### config.mk
export PLATFORM = sky130hd
export DESIGN_NAME = nibble_serial_adder_ctrl_flat
export DESIGN_NICKNAME = d
export VERILOG_FILES = /design/src/rtl/nibble_serial_adder_ctrl_pkg.sv /design/src/rtl/nibble_serial_adder_ctrl_if.sv /design/src/rtl/nibble_serial_adder_ctrl_four_bits.sv /design/src/rtl/nibble_serial_adder_ctrl.sv /design/src/flat_wrapper.sv
export SDC_FILE = /design/constraint.sdc
export NUM_CORES = 1
export LEC_CHECK = 0
export ABC_AREA = 0
export CORE_MARGIN = 3
export CORE_UTILIZATION = 55
export DETAILED_ROUTE_END_ITERATION = 6
export GPL_TIMING_DRIVEN = 1
export PLACE_DENSITY = 0.95
export RECOVER_POWER = 25
export SYNTH_ARGS = -nofsm -noshare
export SYNTH_HDL_FRONTEND = slang
export SYNTH_SLANG_ARGS = --single-unit
### constraint.sdc
create_clock -name clk -period 6 [get_ports clk]
set_input_delay 1.8 -clock clk [delete_from_list [all_inputs] [get_ports clk]]
set_output_delay 1.8 -clock clk [all_outputs]
set_load 0.05 [all_outputs]
### src/rtl/nibble_serial_adder_ctrl_pkg.sv
// Shared types and constants for the nibble-serial adder.
package adder_ctrl_pkg;
  localparam int NIBBLE_W = 4;

  typedef enum logic [1:0] {
    IDLE = 2'd0,
    RUN  = 2'd1,
    DONE = 2'd2
  } state_e;
endpackage

### src/rtl/nibble_serial_adder_ctrl_if.sv
// Request/response bundle for the nibble-serial adder.
interface nibble_serial_adder_ctrl_if #(
  parameter int N_NIBBLES = 4
) ();
  logic                   i_valid;
  logic                   o_ready;
  logic [4*N_NIBBLES-1:0] i_a;
  logic [4*N_NIBBLES-1:0] i_b;
  logic                   c_in;
  logic                   o_valid;
  logic                   i_ready;
  logic [4*N_NIBBLES-1:0] o_sum;
  logic                   c_out;

  modport master (
    output i_valid, i_a, i_b, c_in, i_ready,
    input  o_ready, o_valid, o_sum, c_out
  );

  modport slave (
    input  i_valid, i_a, i_b, c_in, i_ready,
    output o_ready, o_valid, o_sum, c_out
  );
endinterface

### src/rtl/nibble_serial_adder_ctrl_four_bits.sv
// Four-bit carry-select adder slice: both carry outcomes precomputed, cin picks.
module four_bits
  import adder_ctrl_pkg::*;
(
  input  logic [NIBBLE_W-1:0] a,
  input  logic [NIBBLE_W-1:0] b,
  input  logic                cin,
  output logic [NIBBLE_W-1:0] s,
  output logic                cout
);
  logic [NIBBLE_W:0] sum0, sum1;

  assign sum0 = {1'b0, a} + {1'b0, b};
  assign sum1 = {1'b0, a} + {1'b0, b} + {{NIBBLE_W{1'b0}}, 1'b1};

  assign {cout, s} = cin ? sum1 : sum0;
endmodule

### src/rtl/nibble_serial_adder_ctrl.sv
// Nibble-serial adder: captures operands, adds one nibble per cycle on a
// single shared slice, then holds the result until downstream accepts it.
module nibble_serial_adder_ctrl
  import adder_ctrl_pkg::*;
#(
  parameter int N_NIBBLES = 4
) (
  input logic                       clk,
  input logic                       rst,
  nibble_serial_adder_ctrl_if.slave bus
);
  localparam int W     = NIBBLE_W * N_NIBBLES;
  localparam int IDX_W = $clog2(N_NIBBLES) + 1;
  localparam logic [IDX_W-1:0] LAST_IDX = IDX_W'(N_NIBBLES - 1);

  state_e              state_q, state_d;
  logic [W-1:0]        a_q, b_q, sum_q;
  logic                cin_q, carry_q, cout_q;
  logic [IDX_W-1:0]    idx_q;
  logic [NIBBLE_W-1:0] nib_a, nib_b, nib_s;
  logic                slice_cin, slice_cout;
  logic                accept, last;

  assign accept = bus.i_valid && (state_q == IDLE);
  assign last   = (idx_q == LAST_IDX);

  // Route the current nibble of the captured operands to the slice.
  always_comb begin
    nib_a = '0;
    nib_b = '0;
    for (int k = 0; k < N_NIBBLES; k++) begin
      if (idx_q == IDX_W'(k)) begin
        nib_a = a_q[k*NIBBLE_W +: NIBBLE_W];
        nib_b = b_q[k*NIBBLE_W +: NIBBLE_W];
      end
    end
    slice_cin = (idx_q == '0) ? cin_q : carry_q;
  end

  four_bits u_slice (
    .a    (nib_a),
    .b    (nib_b),
    .cin  (slice_cin),
    .s    (nib_s),
    .cout (slice_cout)
  );

  // State register.
  always_ff @(posedge clk or posedge rst) begin
    if (rst) state_q <= IDLE;
    else     state_q <= state_d;
  end

  // Next-state: accept in IDLE, finish on last nibble, release on i_ready.
  always_comb begin
    state_d = state_q;
    case (state_q)
      IDLE:    if (accept)      state_d = RUN;
      RUN:     if (last)        state_d = DONE;
      DONE:    if (bus.i_ready) state_d = IDLE;
      default:                  state_d = IDLE;
    endcase
  end

  // Operand capture, per-nibble result write-back and carry chaining.
  always_ff @(posedge clk or posedge rst) begin
    if (rst) begin
      a_q     <= '0;
      b_q     <= '0;
      cin_q   <= 1'b0;
      sum_q   <= '0;
      carry_q <= 1'b0;
      cout_q  <= 1'b0;
      idx_q   <= '0;
    end else if (accept) begin
      a_q   <= bus.i_a;
      b_q   <= bus.i_b;
      cin_q <= bus.c_in;
      idx_q <= '0;
    end else if (state_q == RUN) begin
      for (int k = 0; k < N_NIBBLES; k++)
        if (idx_q == IDX_W'(k)) sum_q[k*NIBBLE_W +: NIBBLE_W] <= nib_s;
      carry_q <= slice_cout;
      idx_q   <= idx_q + IDX_W'(1);
      if (last) cout_q <= slice_cout;
    end
  end

  assign bus.o_ready = (state_q == IDLE);
  assign bus.o_valid = (state_q == DONE);
  assign bus.o_sum   = sum_q;
  assign bus.c_out   = cout_q;
endmodule

### src/flat_wrapper.sv
// flat-port wrapper written by rule: the top's interface ports become plain ports
module nibble_serial_adder_ctrl_flat import adder_ctrl_pkg::*;
#(
  parameter int N_NIBBLES = 4
)
  (clk, rst, bus_i_valid, bus_i_a, bus_i_b, bus_c_in, bus_i_ready, bus_o_ready, bus_o_valid, bus_o_sum, bus_c_out);
  nibble_serial_adder_ctrl_if #(.N_NIBBLES(N_NIBBLES)) bus_i ();
  input logic clk;
  input logic rst;
  input wire logic [$bits(bus_i.i_valid)-1:0] bus_i_valid;
  input wire logic [$bits(bus_i.i_a)-1:0] bus_i_a;
  input wire logic [$bits(bus_i.i_b)-1:0] bus_i_b;
  input wire logic [$bits(bus_i.c_in)-1:0] bus_c_in;
  input wire logic [$bits(bus_i.i_ready)-1:0] bus_i_ready;
  output wire logic [$bits(bus_i.o_ready)-1:0] bus_o_ready;
  output wire logic [$bits(bus_i.o_valid)-1:0] bus_o_valid;
  output wire logic [$bits(bus_i.o_sum)-1:0] bus_o_sum;
  output wire logic [$bits(bus_i.c_out)-1:0] bus_c_out;
  assign bus_i.i_valid = bus_i_valid;
  assign bus_i.i_a = bus_i_a;
  assign bus_i.i_b = bus_i_b;
  assign bus_i.c_in = bus_c_in;
  assign bus_i.i_ready = bus_i_ready;
  assign bus_o_ready = bus_i.o_ready;
  assign bus_o_valid = bus_i.o_valid;
  assign bus_o_sum = bus_i.o_sum;
  assign bus_c_out = bus_i.c_out;
  nibble_serial_adder_ctrl #(.N_NIBBLES(N_NIBBLES)) u_core (.clk(clk), .rst(rst), .bus(bus_i));
endmodule
# Yosys cells after proc, flatten, opt, wreduce, memory -nomap -nowiden
# Index checks and enable logic that the tools add are counted.
classes:
  addsub: 3
  multipliers: 0
  div: 0
  n_lt_le_gt_ge: 0
  n_eq_ne: 8
  n_shift: 0
  n_mux: 16
  bitwise: 1
  n_reduce_logical: 10
op_table:
  columns: ["operator", "n"]
  rows:
  - ["4-bit 2-to-1 mux", 8]
  - ["3-bit AND reduction", 5]
  - ["3-bit by 2-bit equality test with 1-bit output (second input constant)", 2]
  - ["2-bit 2-to-1 mux", 3]
  - ["3-bit 2-to-1 mux", 2]
  - ["2-bit case mux with 3 select lines", 1]
  - ["4-bit by 4-bit adder with 5-bit output", 1]
  - ["5-bit by 1-bit adder with 5-bit output (second input constant)", 1]
  - ["5-bit 2-to-1 mux", 1]
  - ["2-bit by 1-bit != test with 1-bit output (second input constant)", 2]
  - ["3-bit by 1-bit adder with 3-bit output (second input constant)", 1]
  - ["3-bit by 1-bit equality test with 1-bit output (second input constant)", 1]
  - ["3-bit logical NOT", 1]
  - ["2-bit by 1-bit equality test with 1-bit output (second input constant)", 1]
  - ["2-bit equality test (second input constant)", 1]
  - ["2-bit logical NOT", 1]
  - ["2-bit != test (second input constant)", 1]
  - ["2-bit AND reduction", 1]
  - ["2-bit nonzero test", 1]
  - ["1-bit logical AND", 1]
  - ["1-bit 2-to-1 mux", 1]
  - ["1-bit inverter", 1]
totals:
  ff_bits: 56
  latchBits: 0
  ramBits: 0
  romBits: 0
  input_bits: 37
  wordCells: 49
  memories: 0

# Depth between registers and ports, before layout
logic_depth:
  word_depth: 8
  depth_mapped: 18
  mapped_depth_nobuf: 17

# By module
# A second synthesis with hierarchy kept.
hier_totals:
  hier_cells: 219
  hier_area_um2: 2849.0
by_module_without_submodules:
  columns: ["module", "n_inst", "cells_each", "area_each_um2", "seq_area_each_um2"]
  rows:
  - ["nibble_serial_adder_ctrl", 1, 185, 2600.0, 1401.3]
  - ["four_bits", 1, 34, 249.0, 0.0]

# Worst setup path before layout
# Ideal clock, no wire load.
synth_timing:
  path_kind: "reg2reg"
  start: "register u_core.idx_q[1]"
  end: "register u_core.carry_q"
  arrival_ns: 3.110
  path_slack_ns: 2.755
  stages_incl_launch_ff: 19
  path_buffers: 2
  synth_period_minus_slack_ns: 3.245
  path_cell_list: "dfrtp_1 > inv_1 > ha_1 > clkbuf_1 > clkbuf_1 > nor2_1 > a21oi_1 > o21ai_0 > a22o_1 > ha_1 > inv_1 > fa_1 > inv_1 > ha_1 > inv_1 > nor2_1 > nor4b_1 > xor2_1 > o21ai_0"
synth_between:
  elab_chain_cells: 8
synth_rtl:
  columns: ["element", "line", "rtl"]
  rows:
  - ["from (decl)", "nibble_serial_adder_ctrl.sv:19", "logic [IDX_W-1:0] idx_q;"]
  - ["from (signal assigned)", "nibble_serial_adder_ctrl.sv:84", "idx_q <= idx_q + IDX_W'(1);"]
  - ["3-bit logical NOT", "nibble_serial_adder_ctrl.sv:32, nibble_serial_adder_ctrl.sv:37", null]
  - ["4-bit 2-to-1 mux (4 in a row)", "nibble_serial_adder_ctrl.sv:32", "if (idx_q == IDX_W'(k)) begin"]
  - ["4-bit by 4-bit adder with 5-bit output", "nibble_serial_adder_ctrl_four_bits.sv:13, nibble_serial_adder_ctrl_four_bits.sv:14", null]
  - ["5-bit by 1-bit adder with 5-bit output", "nibble_serial_adder_ctrl_four_bits.sv:14", "assign sum1 = {1'b0, a} + {1'b0, b} + {{NIBBLE_W{1'b0}}, 1'b1};"]
  - ["5-bit 2-to-1 mux *", "nibble_serial_adder_ctrl_four_bits.sv:16", "assign {cout, s} = cin ? sum1 : sum0;"]
  - ["to (signal assigned)", "nibble_serial_adder_ctrl.sv:83", "carry_q <= slice_cout;"]
  - ["to (decl)", "nibble_serial_adder_ctrl.sv:18", "logic cin_q, carry_q, cout_q;"]
# Mark *: on every way between the ends. The rest lies on a longest branch, timed or not.
# A chain may end at the register's enable or synchronous reset.

# Worst setup path in the final report
layout_timing:
  start: "input port bus_i_valid"
  end: "register u_core.b_q[3]"
layout_between:
  elab_chain_cells: 1
layout_rtl:
  columns: ["element", "line", "rtl"]
  rows:
  - ["from (decl)", "flat_wrapper.sv:10", "input wire logic [$bits(bus_i.i_valid)-1:0] bus_i_valid;"]
  - ["1-bit logical AND", "nibble_serial_adder_ctrl.sv:24", "assign accept = bus.i_valid && (state_q == IDLE);"]
  - ["to (signal assigned)", "nibble_serial_adder_ctrl.sv:77", "b_q <= bus.i_b;"]
  - ["to (decl)", "nibble_serial_adder_ctrl.sv:17", "logic [W-1:0] a_q, b_q, sum_q;"]
# Every way passes these cells.

==> flow_summary_export.csv <==
group,metric,value,unit
timing,maxSlewViolCount,94,
power,internal-power,0.00113,W
grt,grtUsageMet1,24.4,%
power,leakage,1.47,nW
min_path,worstHoldStart,"u_core.bus.o_sum[14]$_DFFE_PP0P_",
route,wl,5.44,mm
yosys,syn-instance-count,248,
critical_path,critical_path_buf_inv_count,2,
yosys,synth_nets,296,
clocking,cts-root-buf,"clkbuf_8",
timing,worstMarginPinSlew,2040,ps
status,violations,"max-capacitance violations, max-slew violations",
yosys,synth_cell_types,28,
place,portBuffers,55,
floorplan,io_pins,56,
grt,met2_usage,33.4,%
route,wl_per_cell,14.9,um
grt,grt_pass1_vias,1971,
floorplan,die_w,76.0,um
timing,skew,3.29,ps
grt,grt_max_degree,57,
critical_path,critPathTopFamily,"buffers and inverters",
grt,top_usage_layer,"met2",
clocking,clock_sinks,56,
clocking,ctsLongestPathBuffers,2,
yosys,ys_seq_area_share,52.1,%
critical_path,crit_chain,"dlygate4sd3_1 -> and2_1 -> clkbuf_1 -> mux2_2",
timing,max_slew_margin,-36.2,%
yosys,synth_warnings,0,
critical_path,startpoint,"bus_i_valid",
critical_path,r2r-start,"u_core.idx_q[0]$_DFFE_PP0P_",
critical_path,startpoint_type,"input port",
route,drtAntennaViolNets,0,
timing,rsz0062_at_grt,"no",
finish,nNetsFinal,347,
yosys,avgSynthCellArea,10.9,sq um
clocking,clk_pin_slew,90,ps
route,via_per_inst,5.36,
finish,antenna_cells,0,
critical_path,critPathSlowestCell,"clkbuf_1",
critical_path,critPathMaxFanout,36,
route,dr.pass1.iters,4,
power,pwr-share-clk,10.3,%
finish,drive_above_1_share,14.7,%
power,power.net_switching,0.000923,W
timing,finalCritPeriodShare,68.0,%
flow_run,cap_violations,2,
timing,hold_viol_final,0,
critical_path,cp-end-kind,"flop",
floorplan,num_rows,24,
floorplan,core_area,0.00453,sq mm
grt,grtUsageTotal,19.6,%
critical_path,crit_arrival,4280,ps
grt,grt_antenna_before_repair,0,
route,drtIter0Drc,100,
timing,finalWorstSetupSlack,1920,ps
clocking,hold_buffers,0,
timing,max_freq,245,MHz
critical_path,critPathMaxStageDelay,1330,ps
place,dp_hpwl,4.01,mm
power,p_seq_share,32.9,%
floorplan,die_area,0.00577,sq mm
power,irDropWorstVdd,0.262,mV
timing,finalSetupViolations,0,
grt,globalRouteOverflowTotal,0,
finish,post-route-util,74.3,%
grt,grt.met3_usage,5.09,%
yosys,synth_seq_cells,56,
power,p_sw_share,45.0,%
clocking,ctsResizeCount,0,
route,drc,0,
route,dr_total_vias,1956,
power,power_density,609,mW/mm^2
timing,period_needed,4080,ps
clocking,clk-insertion-delay-late,310,ps
min_path,hold_path_class,"reg -> reg",
clocking,cts_setup_buffers,0,
critical_path,cp.required,6200,ps
timing,setup-tns-final,0,ps
clocking,cts_buffers,5,
place,globalplace.congestion,0.786,
clocking,cts_tree,"done",
floorplan,die_y,76.0,um
power,p_comb_share,56.8,%
grt,grt_pass1_wl,9.23,mm
floorplan,start_util,59.4,%
status,outcome,"finished with violations",
clocking,htree_levels,2,
finish,area_growth,25.2,%
critical_path,crit_type,"in -> reg",
place,dp_slack,2460,ps
yosys,synth.cell_area,0.00269,sq mm
-- worst reg2reg max path: stages, from the launching register on --
cell	delay [ps]
dfrtp_1	440
ha_1	220
ha_1	320
nor2_1	550
a22o_1	230
ha_1	160
inv_1	50
fa_1	490
inv_1	100
ha_1	160
inv_1	50
nor2_1	120
nor4b_1	310
xor2_1	190
o21ai_0	90
-- placed cells by master, fill, tap and decap left out, types with 3 or more instances in the layout --
cell type / netlist / layout
dfrtp_1: 56 / 56
clkdlybuf4s50_1: 0 / 52
nand2_1: 39 / 39
mux2_2: 33 / 33
o21ai_0: 28 / 28
nor2_1: 14 / 14
inv_1: 12 / 12
a21oi_1: 11 / 11
ha_1: 10 / 10
a22o_1: 8 / 8
clkbuf_8: 0 / 6
nand2b_1: 3 / 3
xor2_1: 3 / 3
dlygate4sd3_1: 0 / 3
-- per-stage QoR --
stage | hold WS, ps | area (sq um) | cells | power (W)
after global routing | 517 | 3370 | 365 | 0.00220
after floorplan | 441 | 2690 | 248 | 0.00152
after global placement | 460 | 3280 | 357 | 0.00178
after CTS | 490 | 3370 | 365 | 0.00206
final | 483 | 3370 | 365 | 0.00205
after detailed placement | 469 | 3280 | 357 | 0.00184
-- cell families after synthesis --
| kind of cell | share of synthesized area, % |
|---|---|
| AO/OA/AOI/OAI | 11.2 |
| XOR/XNOR | 1.63 |
| adder cells (fa/ha/maj) | 5.39 |
| buffers and inverters | 3.58 |
| flip-flops | 52.1 |
| multiplexers | 15.4 |
| AND/OR/NAND/NOR | 10.8 |
-- cell usage after synthesis --
cell      count  share of area (%)
a22o_1        8                2.6
nor4b_1       1               0.33
mux2i_1       2               0.74
nor2_1       14                2.0
o21ai_0      28                5.2
a21oi_1      11                2.0
or2_2         1               0.23
ha_1         10                4.6
buf_2         5               0.93
mux2_2       33                 14
nand3_1       1               0.19
nand3b_1      1               0.28
xnor2_1       2               0.65
nand2b_1      3               0.70
nand2b_2      1               0.33
xor2_1        3               0.98
mux2i_4       1               0.84
dfrtp_1      56                 52
inv_1        12                1.7
nor4b_4       1               0.88
a22oi_1       2               0.56
clkbuf_1      7               0.98
and3_1        1               0.23
o22ai_1       2               0.46
a21o_1        1               0.28
and2_1        1               0.23
nand2_1      39                5.4
fa_1          1               0.74
-- sequential cells by signal, summed over array words and instances (netlist names) --
signal	flops
u_core.bus.c_out	1
u_core.state_q	2
u_core.bus.o_sum	16
u_core.a_q	16
u_core.carry_q	1
u_core.cin_q	1
u_core.idx_q	3
u_core.b_q	16
-- cell type report --
cell class              instances  area [sq um]
inverters                      12          45.0
multi-input cells             168          1190
clock buffers                   7          86.3
well taps                      65          81.3
fillers                       318          1160
clock inverters                 1          7.51
repair buffers                 56           554
flip-flops and latches         56          1400
-- layer usage --
layer	vias up	share of wire, %
met1	940	44
met2	64	50
met3	8	4.9
li1	944	-
met5	-	0
met4	0	1.5
-- worst paths after layout --
kind	end	slack [ps]	depth (start not counted)
max	u_core.b_q[3]$_DFFE_PP0P_	1920	4
min	u_core.bus.o_sum[14]$_DFFE_PP0P_	480	2
min reg2reg	u_core.bus.o_sum[14]$_DFFE_PP0P_	480	2
max reg2reg	u_core.carry_q$_DFFE_PP0P_	2390	14
max in group asynchronous	u_core.bus.o_sum[10]$_DFFE_PP0P_	2210	2
min in group asynchronous	u_core.bus.o_sum[13]$_DFFE_PP0P_	2600	2
-- power groups by stage --
stage / clock network (W) / registers, W / logic (W)
finish: 0.000212 / 0.000674 / 0.00117
global route: 0.000231 / 0.000693 / 0.00128
CTS: 0.000216 / 0.000672 / 0.00117
detailed placement: 0 / 0.000680 / 0.00116
global placement: 0 / 0.000669 / 0.00111
floorplan: 0 / 0.000800 / 0.000725
(Power assumes the default switching activity.)
